File: src/rtl/alu_multibyte_seq_pkg.sv
// Shared types for the multi-byte ALU sequencer: FSM states, ALU function codes,
// and the legal-function check.
package alu_seq_pkg;

   typedef enum logic [1:0] {
      IDLE = 2'b00,
      BUSY = 2'b01,
      DONE = 2'b10
   } seq_state_t;

   typedef enum logic [1:0] {
      ADD_FN = 2'b00,
      AND_FN = 2'b01,
      OR_FN  = 2'b10
   } alu_fn_t;

   function automatic logic is_legal_fn(input logic [1:0] op);
      logic legal;
      legal = 1'b0;
      case (op)
         2'(ADD_FN), 2'(AND_FN), 2'(OR_FN): legal = 1'b1;
         default:                           legal = 1'b0;
      endcase
      return legal;
   endfunction

endpackage

File: src/rtl/alu_multibyte_seq_if.sv
// Request/response bus between the control unit (master) and the multi-byte
// ALU sequencer (slave).
interface alu_multibyte_seq_if #(
   parameter int unsigned NBYTES = 4
);
   localparam int unsigned W = 8 * NBYTES;

   logic         req_valid;
   logic         req_ready;
   logic [1:0]   req_op;
   logic [W-1:0] req_a;
   logic [W-1:0] req_b;
   logic         req_cin;
   logic         resp_valid;
   logic         resp_ready;
   logic [W-1:0] resp_result;
   logic         resp_c;
   logic         resp_z;
   logic         resp_n;
   logic         resp_err;

   modport master (
      output req_valid, req_op, req_a, req_b, req_cin, resp_ready,
      input  req_ready, resp_valid, resp_result, resp_c, resp_z, resp_n, resp_err
   );

   modport slave (
      input  req_valid, req_op, req_a, req_b, req_cin, resp_ready,
      output req_ready, resp_valid, resp_result, resp_c, resp_z, resp_n, resp_err
   );

endinterface

File: src/rtl/alu_multibyte_seq_alu.sv
// Shared 8-bit combinational ALU: ADD with carry, AND, OR.
module alu_multibyte_seq_alu
   import alu_seq_pkg::*;
(
   input  logic [7:0] in1,
   input  logic [7:0] in2,
   input  logic       c_in,
   input  alu_fn_t    opcode,
   output logic [7:0] result,
   output logic       c_out
);

   always_comb begin
      result = 8'h00;
      c_out  = 1'b0;
      case (opcode)
         ADD_FN:  {c_out, result} = 9'(in1) + 9'(in2) + 9'(c_in);
         AND_FN:  result = in1 & in2;
         OR_FN:   result = in1 | in2;
         default: result = 8'h00;
      endcase
   end

endmodule

File: src/rtl/alu_multibyte_seq.sv
// Runs NBYTES-wide ADD/AND/OR through the 8-bit ALU one byte per cycle, LSB first.
// Build option: ALU_SEQ_PIPE_EN allows a new request to be accepted on the edge
// that consumes the current response.
module alu_multibyte_seq
   import alu_seq_pkg::*;
#(
   parameter int unsigned NBYTES = 4
) (
   input logic               clk,
   input logic               rst_n,
   alu_multibyte_seq_if.slave bus
);

   localparam int unsigned W     = 8 * NBYTES;
   localparam int unsigned IDX_W = (NBYTES > 1) ? $clog2(NBYTES) : 1;
   localparam logic [IDX_W-1:0] LAST_IDX = IDX_W'(NBYTES - 1);

   seq_state_t       state_q, state_d;
   logic [W-1:0]     a_q, b_q, result_q;
   alu_fn_t          op_q;
   logic             carry_q;
   logic [IDX_W-1:0] idx_q;
   logic             resp_valid_q, c_q, z_q, n_q, err_q;

   logic             ready_c, accept_c, legal_c;
   logic [7:0]       alu_in1, alu_in2, alu_res;
   logic             alu_cin, alu_cout;
   alu_fn_t          alu_op;
   logic [IDX_W+2:0] byte_sel;

   assign byte_sel = {idx_q, 3'b000};
   assign legal_c  = is_legal_fn(bus.req_op);

   // Request acceptance; in DONE only possible in the pipelined build
   always_comb begin
      ready_c = 1'b0;
      case (state_q)
         IDLE: ready_c = 1'b1;
`ifdef ALU_SEQ_PIPE_EN
         DONE: ready_c = resp_valid_q & bus.resp_ready;
`else
         DONE: ready_c = 1'b0;
`endif
         default: ready_c = 1'b0;
      endcase
   end

   assign accept_c = bus.req_valid & ready_c;

   // Next state and ALU operand steering
   always_comb begin
      state_d = state_q;
      alu_in1 = 8'h00;
      alu_in2 = 8'h00;
      alu_cin = 1'b0;
      alu_op  = ADD_FN;
      case (state_q)
         IDLE: begin
            if (accept_c) state_d = legal_c ? BUSY : DONE;
         end
         BUSY: begin
            alu_in1 = a_q[byte_sel +: 8];
            alu_in2 = b_q[byte_sel +: 8];
            alu_cin = carry_q;
            alu_op  = op_q;
            if (idx_q == LAST_IDX) state_d = DONE;
         end
         DONE: begin
            if (accept_c)                          state_d = legal_c ? BUSY : DONE;
            else if (resp_valid_q & bus.resp_ready) state_d = IDLE;
         end
         default: state_d = IDLE;
      endcase
   end

   always_ff @(posedge clk or negedge rst_n) begin
      if (!rst_n) state_q <= IDLE;
      else        state_q <= state_d;
   end

   // Operand capture, byte-serial result assembly, and response flags
   always_ff @(posedge clk or negedge rst_n) begin
      if (!rst_n) begin
         a_q          <= '0;
         b_q          <= '0;
         result_q     <= '0;
         op_q         <= ADD_FN;
         carry_q      <= 1'b0;
         idx_q        <= '0;
         resp_valid_q <= 1'b0;
         c_q          <= 1'b0;
         z_q          <= 1'b0;
         n_q          <= 1'b0;
         err_q        <= 1'b0;
      end else if (accept_c) begin
         a_q          <= bus.req_a;
         b_q          <= bus.req_b;
         op_q         <= alu_fn_t'(bus.req_op);
         carry_q      <= bus.req_cin & (bus.req_op == 2'(ADD_FN));
         idx_q        <= '0;
         result_q     <= '0;
         resp_valid_q <= 1'b0;
         c_q          <= 1'b0;
         z_q          <= 1'b0;
         n_q          <= 1'b0;
         err_q        <= ~legal_c;
      end else begin
         case (state_q)
            BUSY: begin
               result_q[byte_sel +: 8] <= alu_res;
               carry_q <= (op_q == ADD_FN) & alu_cout;
               idx_q   <= idx_q + IDX_W'(1);
            end
            DONE: begin
               // Flags come from the fully registered word, one cycle after the last byte
               if (!resp_valid_q) begin
                  resp_valid_q <= 1'b1;
                  c_q          <= carry_q;
                  z_q          <= (result_q == '0);
                  n_q          <= result_q[W-1];
               end else if (bus.resp_ready) begin
                  resp_valid_q <= 1'b0;
               end
            end
            default: ;
         endcase
      end
   end

   alu_multibyte_seq_alu u_alu (
      .in1    (alu_in1),
      .in2    (alu_in2),
      .c_in   (alu_cin),
      .opcode (alu_op),
      .result (alu_res),
      .c_out  (alu_cout)
   );

   assign bus.req_ready   = ready_c;
   assign bus.resp_valid  = resp_valid_q;
   assign bus.resp_result = result_q;
   assign bus.resp_c      = c_q;
   assign bus.resp_z      = z_q;
   assign bus.resp_n      = n_q;
   assign bus.resp_err    = err_q;

endmodule

File: src/flat_wrapper.sv
// flat-port wrapper written by rule: the top's interface ports become plain ports
module alu_multibyte_seq_flat import alu_seq_pkg::*;
#(
   parameter int unsigned NBYTES = 4
)
  (clk, rst_n, bus_req_valid, bus_req_op, bus_req_a, bus_req_b, bus_req_cin, bus_resp_ready, bus_req_ready, bus_resp_valid, bus_resp_result, bus_resp_c, bus_resp_z, bus_resp_n, bus_resp_err);
  alu_multibyte_seq_if #(.NBYTES(NBYTES)) bus_i ();
  input logic clk;
  input logic rst_n;
  input wire logic [$bits(bus_i.req_valid)-1:0] bus_req_valid;
  input wire logic [$bits(bus_i.req_op)-1:0] bus_req_op;
  input wire logic [$bits(bus_i.req_a)-1:0] bus_req_a;
  input wire logic [$bits(bus_i.req_b)-1:0] bus_req_b;
  input wire logic [$bits(bus_i.req_cin)-1:0] bus_req_cin;
  input wire logic [$bits(bus_i.resp_ready)-1:0] bus_resp_ready;
  output wire logic [$bits(bus_i.req_ready)-1:0] bus_req_ready;
  output wire logic [$bits(bus_i.resp_valid)-1:0] bus_resp_valid;
  output wire logic [$bits(bus_i.resp_result)-1:0] bus_resp_result;
  output wire logic [$bits(bus_i.resp_c)-1:0] bus_resp_c;
  output wire logic [$bits(bus_i.resp_z)-1:0] bus_resp_z;
  output wire logic [$bits(bus_i.resp_n)-1:0] bus_resp_n;
  output wire logic [$bits(bus_i.resp_err)-1:0] bus_resp_err;
  assign bus_i.req_valid = bus_req_valid;
  assign bus_i.req_op = bus_req_op;
  assign bus_i.req_a = bus_req_a;
  assign bus_i.req_b = bus_req_b;
  assign bus_i.req_cin = bus_req_cin;
  assign bus_i.resp_ready = bus_resp_ready;
  assign bus_req_ready = bus_i.req_ready;
  assign bus_resp_valid = bus_i.resp_valid;
  assign bus_resp_result = bus_i.resp_result;
  assign bus_resp_c = bus_i.resp_c;
  assign bus_resp_z = bus_i.resp_z;
  assign bus_resp_n = bus_i.resp_n;
  assign bus_resp_err = bus_i.resp_err;
  alu_multibyte_seq #(.NBYTES(NBYTES)) u_core (.clk(clk), .rst_n(rst_n), .bus(bus_i));
endmodule
File: config.mk
export PLATFORM = sky130hd
export DESIGN_NAME = alu_multibyte_seq_flat
export DESIGN_NICKNAME = d
export VERILOG_FILES = /design/src/rtl/alu_multibyte_seq_pkg.sv /design/src/rtl/alu_multibyte_seq_if.sv /design/src/rtl/alu_multibyte_seq_alu.sv /design/src/rtl/alu_multibyte_seq.sv /design/src/flat_wrapper.sv
export SDC_FILE = /design/constraint.sdc
export NUM_CORES = 1
export LEC_CHECK = 0
export ABC_AREA = 1
export CAP_MARGIN = 40
export CORE_MARGIN = 1
export CORE_UTILIZATION = 56
export DETAILED_ROUTE_END_ITERATION = 16
export PLACE_DENSITY_LB_ADDON = 0.15
export REMOVE_ABC_BUFFERS = 1
export SYNTH_ARGS = -nofsm -noshare
export SYNTH_HDL_FRONTEND = slang
export SYNTH_SLANG_ARGS = --single-unit
File: constraint.sdc
create_clock -name clk -period 5.1 [get_ports clk]
set_clock_uncertainty 0.1 [all_clocks]
set_input_delay 0.765 -clock clk [delete_from_list [all_inputs] [get_ports clk]]
set_output_delay 0.765 -clock clk [all_outputs]
set_load 0.02 [all_outputs]
==> out/metrics.yaml <==
layout-drive-gt1-share: 0.0414
io_pins: 109
layout.nets: 936
globalRouteOverflowTotal: 0
clock_path_buffers: 2
vias: 5263
syn_to_final_growth_pct: 24.4
synth_seq_area_share: 0.479
worstSetupEndpointType: "flop"
design.die.area_um2: 10500
port_buffers: 108
period_needed_ns: 3.78
root_buffer: "clkbuf_8"
synth_area_per_cell_um2: 7.55
cts_tree: "yes"
syn_area_um2: 5650
die_h_um: 102
cts_resized: 0
finalSetupTns_ns: 0
netlist_instances: 748
core_area_um2: 9770
cp_common_cell: "nand2_1"
path_class: "reg2reg"
wl_mm: 14.4
drt.antenna.violating_nets: 0
grt_max_degree: 79
rsz0062_at_grt: "false"
ys.flop_type: "dfrtp_1"
drtIter0Drc: 287
grt_pass1_wl_mm: 23.8
finalCritPeriodShare: 0.741
ys_ff_latch: 108
place.gp.congestion: 0.871
crit_required_ns: 5.31
ys_types: 35
drt_first_pass_iters: 4
track_usage: 0.297
clk_pin_slew_ns: 0.10
ir_drop_mv: 0.353
worstPathCellList: "inv_1, o21ai_0, a21oi_1, inv_1, fa_1, inv_1, fa_1, nand2_1, nand3_1, nand2_1, nand2_1, nand3_1, o211ai_1, nand2_1, o21ai_1"
maxCapViolCount: 0
crit_end: "u_core.bus.resp_result[20]"
async_reset_ff_frac: 1.00
max_slew.worst_pin.slew_ns: 0.911
cp-startpoint: "u_core.idx_q[0]"
status: "finished, final reports clean"
die_x_um: 102
hold_path.class: "in2async"
fmax_mhz: 265
critPathMaxFanout: 35
synth_edf_count: 0
drv_slew: 0
antenna_found_initial: 0
via_per_inst: 5.38
synth_warnings: 0
startpoint_type: "flop"
cts_inserted_buffers: 9
grt_pass1_vias: 5031
row_count: 36
hpwl_mm: 10.4
cts_setup_buffers: 0
diodes: 0
wl_per_cell_um: 14.7
start_util: 0.578
slowest_delay_ns: 0.81
slew_headroom: 0.392
clk_latency_ns: 0.38
drcViolationCount: 0
hold_viol_final: 0
worstPathArrival_ns: 3.99
cts_max_level: 3
setup_violations: 0
rr_worst_depth: 15
r2r_start: "u_core.idx_q[0]"
regToRegSetupSlack_ns: 1.32
cts.sinks: 108
crit_path_top_delay_cell: "inv_1"
p_total_w: 0.00357
r2r-end: "u_core.bus.resp_result[20]"
ctsHoldBuffers: 0
p_leak_nw: 3.48
p_per_area_nw_per_um2: 508
-- worst max-delay path: cells and delay by family (launching register included) --
kind	cells	cell delay, ns
adder cells (fa/ha/maj)	2	0.60
buffers and inverters	3	1.02
flip-flops	1	0.67
AND/OR/NAND/NOR	6	0.49
AO/OA/AOI/OAI	4	0.81
-- layout make-up --
cell class / instances / area [µm²]
clock inverter: 3 / 45.0
clock buffer: 12 / 165
fill: 800 / 2750
tap: 133 / 166
multi-input combinational: 549 / 2580
timing repair buffer: 114 / 1140
sequential: 108 / 2700
inverter: 60 / 225
-- cell usage in the layout, fill, tap and decap left out, drive strengths merged, types with 2 or more instances in the layout --
cell type / synthesis / layout
fa: 2 / 2
ha: 21 / 21
or2: 2 / 2
nor4: 7 / 7
nand2: 303 / 303
nor2: 73 / 73
dfrtp: 108 / 108
buf: 17 / 7
clkbuf: 14 / 12
nand4: 14 / 14
inv: 59 / 59
o22ai: 3 / 3
o211ai: 4 / 4
nand3: 25 / 25
clkinvlp: 0 / 2
o21ai: 64 / 64
nand3b: 4 / 4
a21oi: 20 / 20
clkdlybuf4s50: 0 / 107
nor3: 3 / 3
-- through the flow --
step	cell area, µm²	hold WS (ns)	setup slack (ns)	util	std cells
4_1_cts	7030	0.275	1.33	0.719	979
5_1_grt	7030	0.300	0.939	0.719	979
3_3_place_gp	6800	0.357	1.49	0.695	963
3_5_place_dp	6820	0.360	1.34	0.697	964
6_report	7030	0.258	1.32	0.719	979
2_1_floorplan	5510	0.344	1.46	-	717
-- cell usage after synthesis, drive strengths merged (3+ instances only) --
library cell  count  area share
nand2           303        0.20
dfrtp           108        0.48
nor2             73       0.052
o21ai            64       0.057
inv              59       0.039
nand3            25       0.025
ha               21       0.047
a21oi            20       0.018
buf              17       0.014
clkbuf           14      0.0093
nand4            14       0.016
nor4              7      0.0078
nand3b            4      0.0053
o211ai            4      0.0062
nor3              3      0.0047
o22ai             3      0.0033
-- registers in the layout, summed over array words and instances (netlist names) --
register,flops
u_core.a_q,32
u_core.b_q,32
u_core.bus.resp_c,1
u_core.bus.resp_err,1
u_core.bus.resp_n,1
u_core.bus.resp_result,32
u_core.bus.resp_valid,1
u_core.bus.resp_z,1
u_core.carry_q,1
u_core.idx_q,2
u_core.op_q,2
u_core.state_q,2
-- cells by family after synthesis --
| kind of cell | count (synthesis) | share of synthesized area |
|---|---|---|
| flip-flops | 108 | 0.479 |
| AND/OR/NAND/NOR | 432 | 0.316 |
| AO/OA/AOI/OAI | 94 | 0.0886 |
| buffers and inverters | 91 | 0.0636 |
| adder cells (fa/ha/maj) | 23 | 0.0536 |
-- where the power goes --
| group | switching (W) | internal, W | leakage (nW) |
|---|---|---|---|
| Combinational | 0.00107 | 0.000572 | 1.98 |
| Sequential | 0.000219 | 0.00116 | 1.39 |
| Clock | 0.000287 | 0.000265 | 0.101 |
-- worst min-delay path by stage --
stage	startpoint	endpoint	slack [ns]	depth (start not counted)
5_1_grt	rst_n	u_core.b_q[16]	0.30	1
3_5_place_dp	u_core.b_q[28]	u_core.b_q[28]	0.36	2
2_1_floorplan	u_core.a_q[10]	u_core.a_q[10]	0.34	2
6_report	rst_n	u_core.b_q[16]	0.26	1
4_1_cts	rst_n	u_core.b_q[16]	0.28	1
3_3_place_gp	u_core.a_q[11]	u_core.a_q[11]	0.36	2
-- routing by layer --
layer | wire length, µm | GRT usage
met1 | 6150 | 0.390
met2 | 7100 | 0.491
met3 | 915 | 0.0657
met4 | 207 | 0.0912
met5 | 0 | 0
Note: power is estimated with default switching activity, not from simulation.
==> variant 1, RTL diff (same flow settings) <==
`NBYTES` is set to 4 in 3 places; all go to 2.
--- a/src/rtl/alu_multibyte_seq_if.sv
+++ b/src/rtl/alu_multibyte_seq_if.sv
@@ -3,3 +3,3 @@
 interface alu_multibyte_seq_if #(
-   parameter int unsigned NBYTES = 4
+   parameter int unsigned NBYTES = 2
 );
--- a/src/rtl/alu_multibyte_seq.sv
+++ b/src/rtl/alu_multibyte_seq.sv
@@ -6,3 +6,3 @@
 #(
-   parameter int unsigned NBYTES = 4
+   parameter int unsigned NBYTES = 2
 ) (
--- a/src/flat_wrapper.sv
+++ b/src/flat_wrapper.sv
@@ -3,3 +3,3 @@
 #(
-   parameter int unsigned NBYTES = 4
+   parameter int unsigned NBYTES = 2
 )
Ports: changed (resized bus_req_a, bus_req_b and bus_resp_result); port bits go from 109 to 61. The function was not compared with the original's and may differ.
==> variant 1 against the original RTL <==
- the flow now finishes with violations (design-rule violations)
- power is 36% lower
- die area is 43% lower
- combinational power is 43% lower
- area after synthesis is 43% lower
- sequential cell count is 49 lower
- sequential share of layout area is 2.4 points lower
- worst setup slack better by 0.77 ns
- worst hold slack better by 0.13 ns
- via count is 46% lower
- wire length is 53% lower
- clock power is 1% lower
- cell area is 42% lower
==> variant 1: results (changes against the original RTL) <==
status: finished with violations (was completed)
failing checks: design-rule violations
Seq/Total Area, Yosys: 46.1% (was 47.9%)
cell depth of the worst hold path: 2
RD Place Congestion: 0.875 (was 0.871)
ANT cells: 0 (unchanged)
Residual DRC: 2 (was 0)
largest net degree at the start of global routing: 60 (was 79)
reg2reg setup slack: 2.09 ns (was 1.32 ns)
Root Driver: clkbuf_8 (unchanged)
Slowest-stage cell, CP: nor2_4 (was inv_1)
hold endpoint: u_core.b_q[6]
I/O Buffers: 60 (was 108)
first-pass GRT wire length: 12.1 mm (was 23.8 mm)
Post-Synth Adder-Cell Area: 7.50% (was 5.36%)
Setup crit start: u_core.state_q[1] (was u_core.idx_q[0])
via count: 2853 (was 5263)
nets: 530 (was 936)
Max IR drop VDD: 0.290 mV (was 0.353 mV)
mux contribution to synthesized area: 0% (unchanged)
non-filler cells, final: 550 (was 979)
initial antenna violation count: 0 (unchanged)
number of global-route vias before repair: 2747 (was 5031)
share of cells above drive strength 1: 9.21% (was 4.14%)
setup bufs post-CTS: 0 (unchanged)
Site Rows: 27 (was 36)
Sw Ratio: 38.9% (was 44.2%)
Worst Hold Class: reg2reg (was in2async)
Fin Hold WS: 0.384 ns (was 0.258 ns)
post-synthesis compound-gate area fraction: 8.64% (was 8.86%)
first-pass iteration count of the detailed router: 10 (was 4)
slowest stage delay, CP: 0.49 ns (was 0.81 ns)
fill count: 404 (was 800)
routed length per instance: 12.3 um (was 14.7 um)
Post-synth top cells: nand2_1 (183), dfrtp_1 (59), inv_1 (32), nand3_1 (25) (was nand2_1 (302), dfrtp_1 (108), nor2_1 (71), inv_1 (56), o21ai_0 (53))
CTS Buf Count: 9 (unchanged)
RR Endpoint: u_core.carry_q (was u_core.bus.resp_result[20])
clk slew on worst S/H paths: 0.07 ns (was 0.10 ns)
Gate Count Post-Synth: 412 (was 748)
static leakage power: 2.20 nW (was 3.48 nW)
worst-path fanout max: 25 (was 35)
Skew-Pair Late Insertion Delay: 0.34 ns (was 0.38 ns)
critical path arrival: 3.17 ns (was 3.99 ns)
Yosys cell types: 29 (was 35)
hold path startpoint: u_core.b_q[6]
top cells by area, synth: dfrtp_1 (46%), nand2_1 (21%), ha_1 (6.3%), nand3_1 (3.9%), a22oi_1 (3.8%) (was dfrtp_1 (48%), nand2_1 (20%), nor2_1 (4.7%), o21ai_0 (4.7%), ha_1 (4.7%))
XOR/XNOR Fraction of Synth Area: 0% (unchanged)
R2R cell count: 13 (was 15)
drt initial violations: 187 (was 287)
Least-Margin Pin Slew: 0.736 ns (was 0.911 ns)
Overall Global Routing Usage: 26.0% (was 29.7%)
Post-DP HPWL: 4.70 mm (was 10.4 mm)
[variant 1: power groups by stage]
stage | combinational, W | sequential, W | clock (W)
2_1_floorplan | 0.000569 | 0.000834 | 0
3_3_place_gp | 0.000913 | 0.000790 | 0
3_5_place_dp | 0.000936 | 0.000798 | 0
4_1_cts | 0.000946 | 0.000792 | 0.000552
5_1_grt | 0.00107 | 0.000817 | 0.000575
6_report | 0.000942 | 0.000794 | 0.000544
[variant 1: cell type report]
| cell class | count | share of cell area [%] |
|---|---|---|
| Clock inverter | 4 | 2.32 |
| Timing Repair Buffer | 62 | 14.9 |
| Multi-Input combinational cell | 293 | 36.1 |
| Inverter | 48 | 4.40 |
| Clock buffer | 12 | 4.03 |
| Tap cell | 72 | 2.20 |
| Sequential cell | 59 | 36.0 |
[variant 1: logic make-up (layout without fill, tap and decap cells)]
family / Yosys count / count (layout)
and+or+nand+nor: 233 / 233
DFF: 59 / 59
buffers and inverters: 60 / 126
AOI/OAI and AO/OA: 42 / 42
adders and majority gates: 18 / 18
[variant 1: critical path: cells and delay by family, from the launching register on]
family,cells,cell delay (ns)
and+or+nand+nor,6,0.95
adders and majority gates,2,0.66
AOI/OAI and AO/OA,3,0.63
DFF,1,0.41
buffers and inverters,2,0.18
[variant 1: metal layers]
metal / global-route usage (%) / up-vias / share of wire [%]
met5: 0 / - / 0
met4: 10.6 / 0 / 1.1
met3: 4.94 / 7 / 4.9
met2: 44.4 / 73 / 49
met1: 32.2 / 1347 / 45
li1: - / 1426 / -
[variant 1: per-stage QoR]
step / setup slack, ns / cell area (um^2) / util [%]
finish: 2.09 / 4100 / 74.4
global route: 1.75 / 4100 / 74.4
CTS: 2.08 / 4100 / 74.4
detailed placement: 2.08 / 3840 / 69.7
global placement: 2.17 / 3840 / 69.7
floorplan: 2.32 / 3140 / -
==> variant 2, RTL diff (config.mk and constraints unchanged) <==
Made on the original files. Reset style: synchronous (`rst_n`), changed in 2 clocked blocks.
--- a/src/rtl/alu_multibyte_seq.sv
+++ b/src/rtl/alu_multibyte_seq.sv
@@ -75,3 +75,3 @@
 
-   always_ff @(posedge clk or negedge rst_n) begin
+   always_ff @(posedge clk) begin
       if (!rst_n) state_q <= IDLE;
@@ -81,3 +81,3 @@
    // Operand capture, byte-serial result assembly, and response flags
-   always_ff @(posedge clk or negedge rst_n) begin
+   always_ff @(posedge clk) begin
       if (!rst_n) begin
Check against the original RTL: differs if rst_n is asserted again (counterexample within 4 cycles, from zero or initial values and one cycle with rst_n low); with rst_n held inactive, the same outputs for 10 cycles.
==> variant 2 against the original RTL <==
- area after synthesis is 7.0% lower
- via count down 1.0%
- wire length is 12% lower
- cell area shrank 6.9%
- sequential cell count is the same
- worst setup slack better by 0.39 ns
- critical endpoint is now u_core.bus.resp_result[30]
- highest routed layer unchanged
Power is not compared: it rests on default switching activity, and its combinational part moved more than twofold at a synthesized area within 25%.
==> variant 2: results (changes against the original RTL) <==
met3 usage: 3.76% (was 6.57%)
worst-case headroom to the max-slew limit: 50.2% (was 39.2%)
Setup crit end: u_core.bus.resp_result[30] (was u_core.bus.resp_result[20])
Fin Hold WS: 0.383 ns (was 0.258 ns)
post-layout util: 73.6% (was 71.9%)
first-pass GRT wire length: 22.2 mm (was 23.8 mm)
Top delay family on crit path: simple AND/OR/NAND/NOR gates (was buffers and inverters)
fin crit share: 66.5% (was 74.1%)
clkbuf count: 10 (was 12)
Yosys cell types: 34 (was 35)
non-filler cells, final: 961 (was 979)
Slowest-stage cell, CP: clkinv_1 (was inv_1)
Post-synth top cells: nor2_1 (214), dfxtp_1 (108), o21ai_0 (104), nand2_1 (98), a21oi_1 (62) (was nand2_1 (302), dfrtp_1 (108), nor2_1 (71), inv_1 (56), o21ai_0 (53))
asr flop ratio synth: 0% (was 100%)
reg2reg setup slack: 1.71 ns (was 1.32 ns)
fill count: 754 (was 800)
Multi-input comb cells: 568 (was 549)
sequential cell area: 0.00216 mm^2 (was 0.00270 mm^2)
drt initial violations: 261 (was 287)
DR vias/cell: 5.42 (was 5.38)
status: completed (unchanged)
worst r2r src: u_core.idx_q[1] (was u_core.idx_q[0])
slowest stage delay, CP: 0.56 ns (was 0.81 ns)
static leakage power: 2.53 nW
met2 wire len: 6.17 mm (was 7.10 mm)
critical path arrival: 3.59 ns (was 3.99 ns)
placed cells: 945 (was 964)
placed cell areas: 0.00636 mm^2 (was 0.00682 mm^2)
met1 wire length: 5.86 mm (was 6.15 mm)
worst-path fanout max: 21 (was 35)
fraction of area in multi-input gates: 42.0% (was 36.8%)
routed length per instance: 13.2 um (was 14.7 um)
Worst Hold Class: reg2reg (was in2async)
largest net degree at the start of global routing: 69 (was 79)
clk tree area frac: 2.81% (was 2.99%)
Gate Count Post-Synth: 762 (was 748)
Post-DP HPWL: 9.19 mm (was 10.4 mm)
top cells by area, synth: dfxtp_1 (41%), nor2_1 (15%), o21ai_0 (9.9%), nand2_1 (7.0%), a21oi_1 (5.9%) (was dfrtp_1 (48%), nand2_1 (20%), nor2_1 (4.7%), o21ai_0 (4.7%), ha_1 (4.7%))
Non-clk invs: 47 (was 60)
Seq/Total Area, Yosys: 41.2% (was 47.9%)
clk slew on worst S/H paths: 0.10 ns (about the same)
RD Place Congestion: 0.862 (was 0.871)
Overall Global Routing Usage: 27.6% (was 29.7%)
routing usage on met2: 49.1% (about the same)
Place WS: 1.79 ns (was 1.34 ns)
met3 WL: 563 um (was 915 um)
nets: 943 (was 936)
number of global-route vias before repair: 4870 (was 5031)
share of cells above drive strength 1: 5.28% (was 4.14%)
variant 2: cell count changes in the layout (fill, tap and decap cells not counted), moves of 4 or more:
cell     before  now
nand2_1     302   97
a21oi_1      20   62
inv_1        56   40
o21ai_0      53  104
dfxtp_1       0  107
dfrtp_1     108    0
nand3_1      23   17
nor2_1       71  214
nor2_2        1    5
o21ai_1      10    0
variant 2: where the power goes:
group | internal, W | switching (W)
Combinational | 0.000159 | 0.000244
Sequential | 0.000913 | 0.0000377
Clock | 0.000189 | 0.000306
Total | 0.00126 | 0.000588
variant 2: logic make-up after synthesis:
family | Yosys count | share of synthesized area (%)
AO/OA/AOI/OAI | 174 | 17.0
AND/OR/NAND/NOR | 369 | 29.2
XOR/XNOR | 1 | 0.167
flip-flops | 108 | 41.2
adder cells (fa/ha/maj) | 24 | 6.01
buffers and inverters | 86 | 6.46
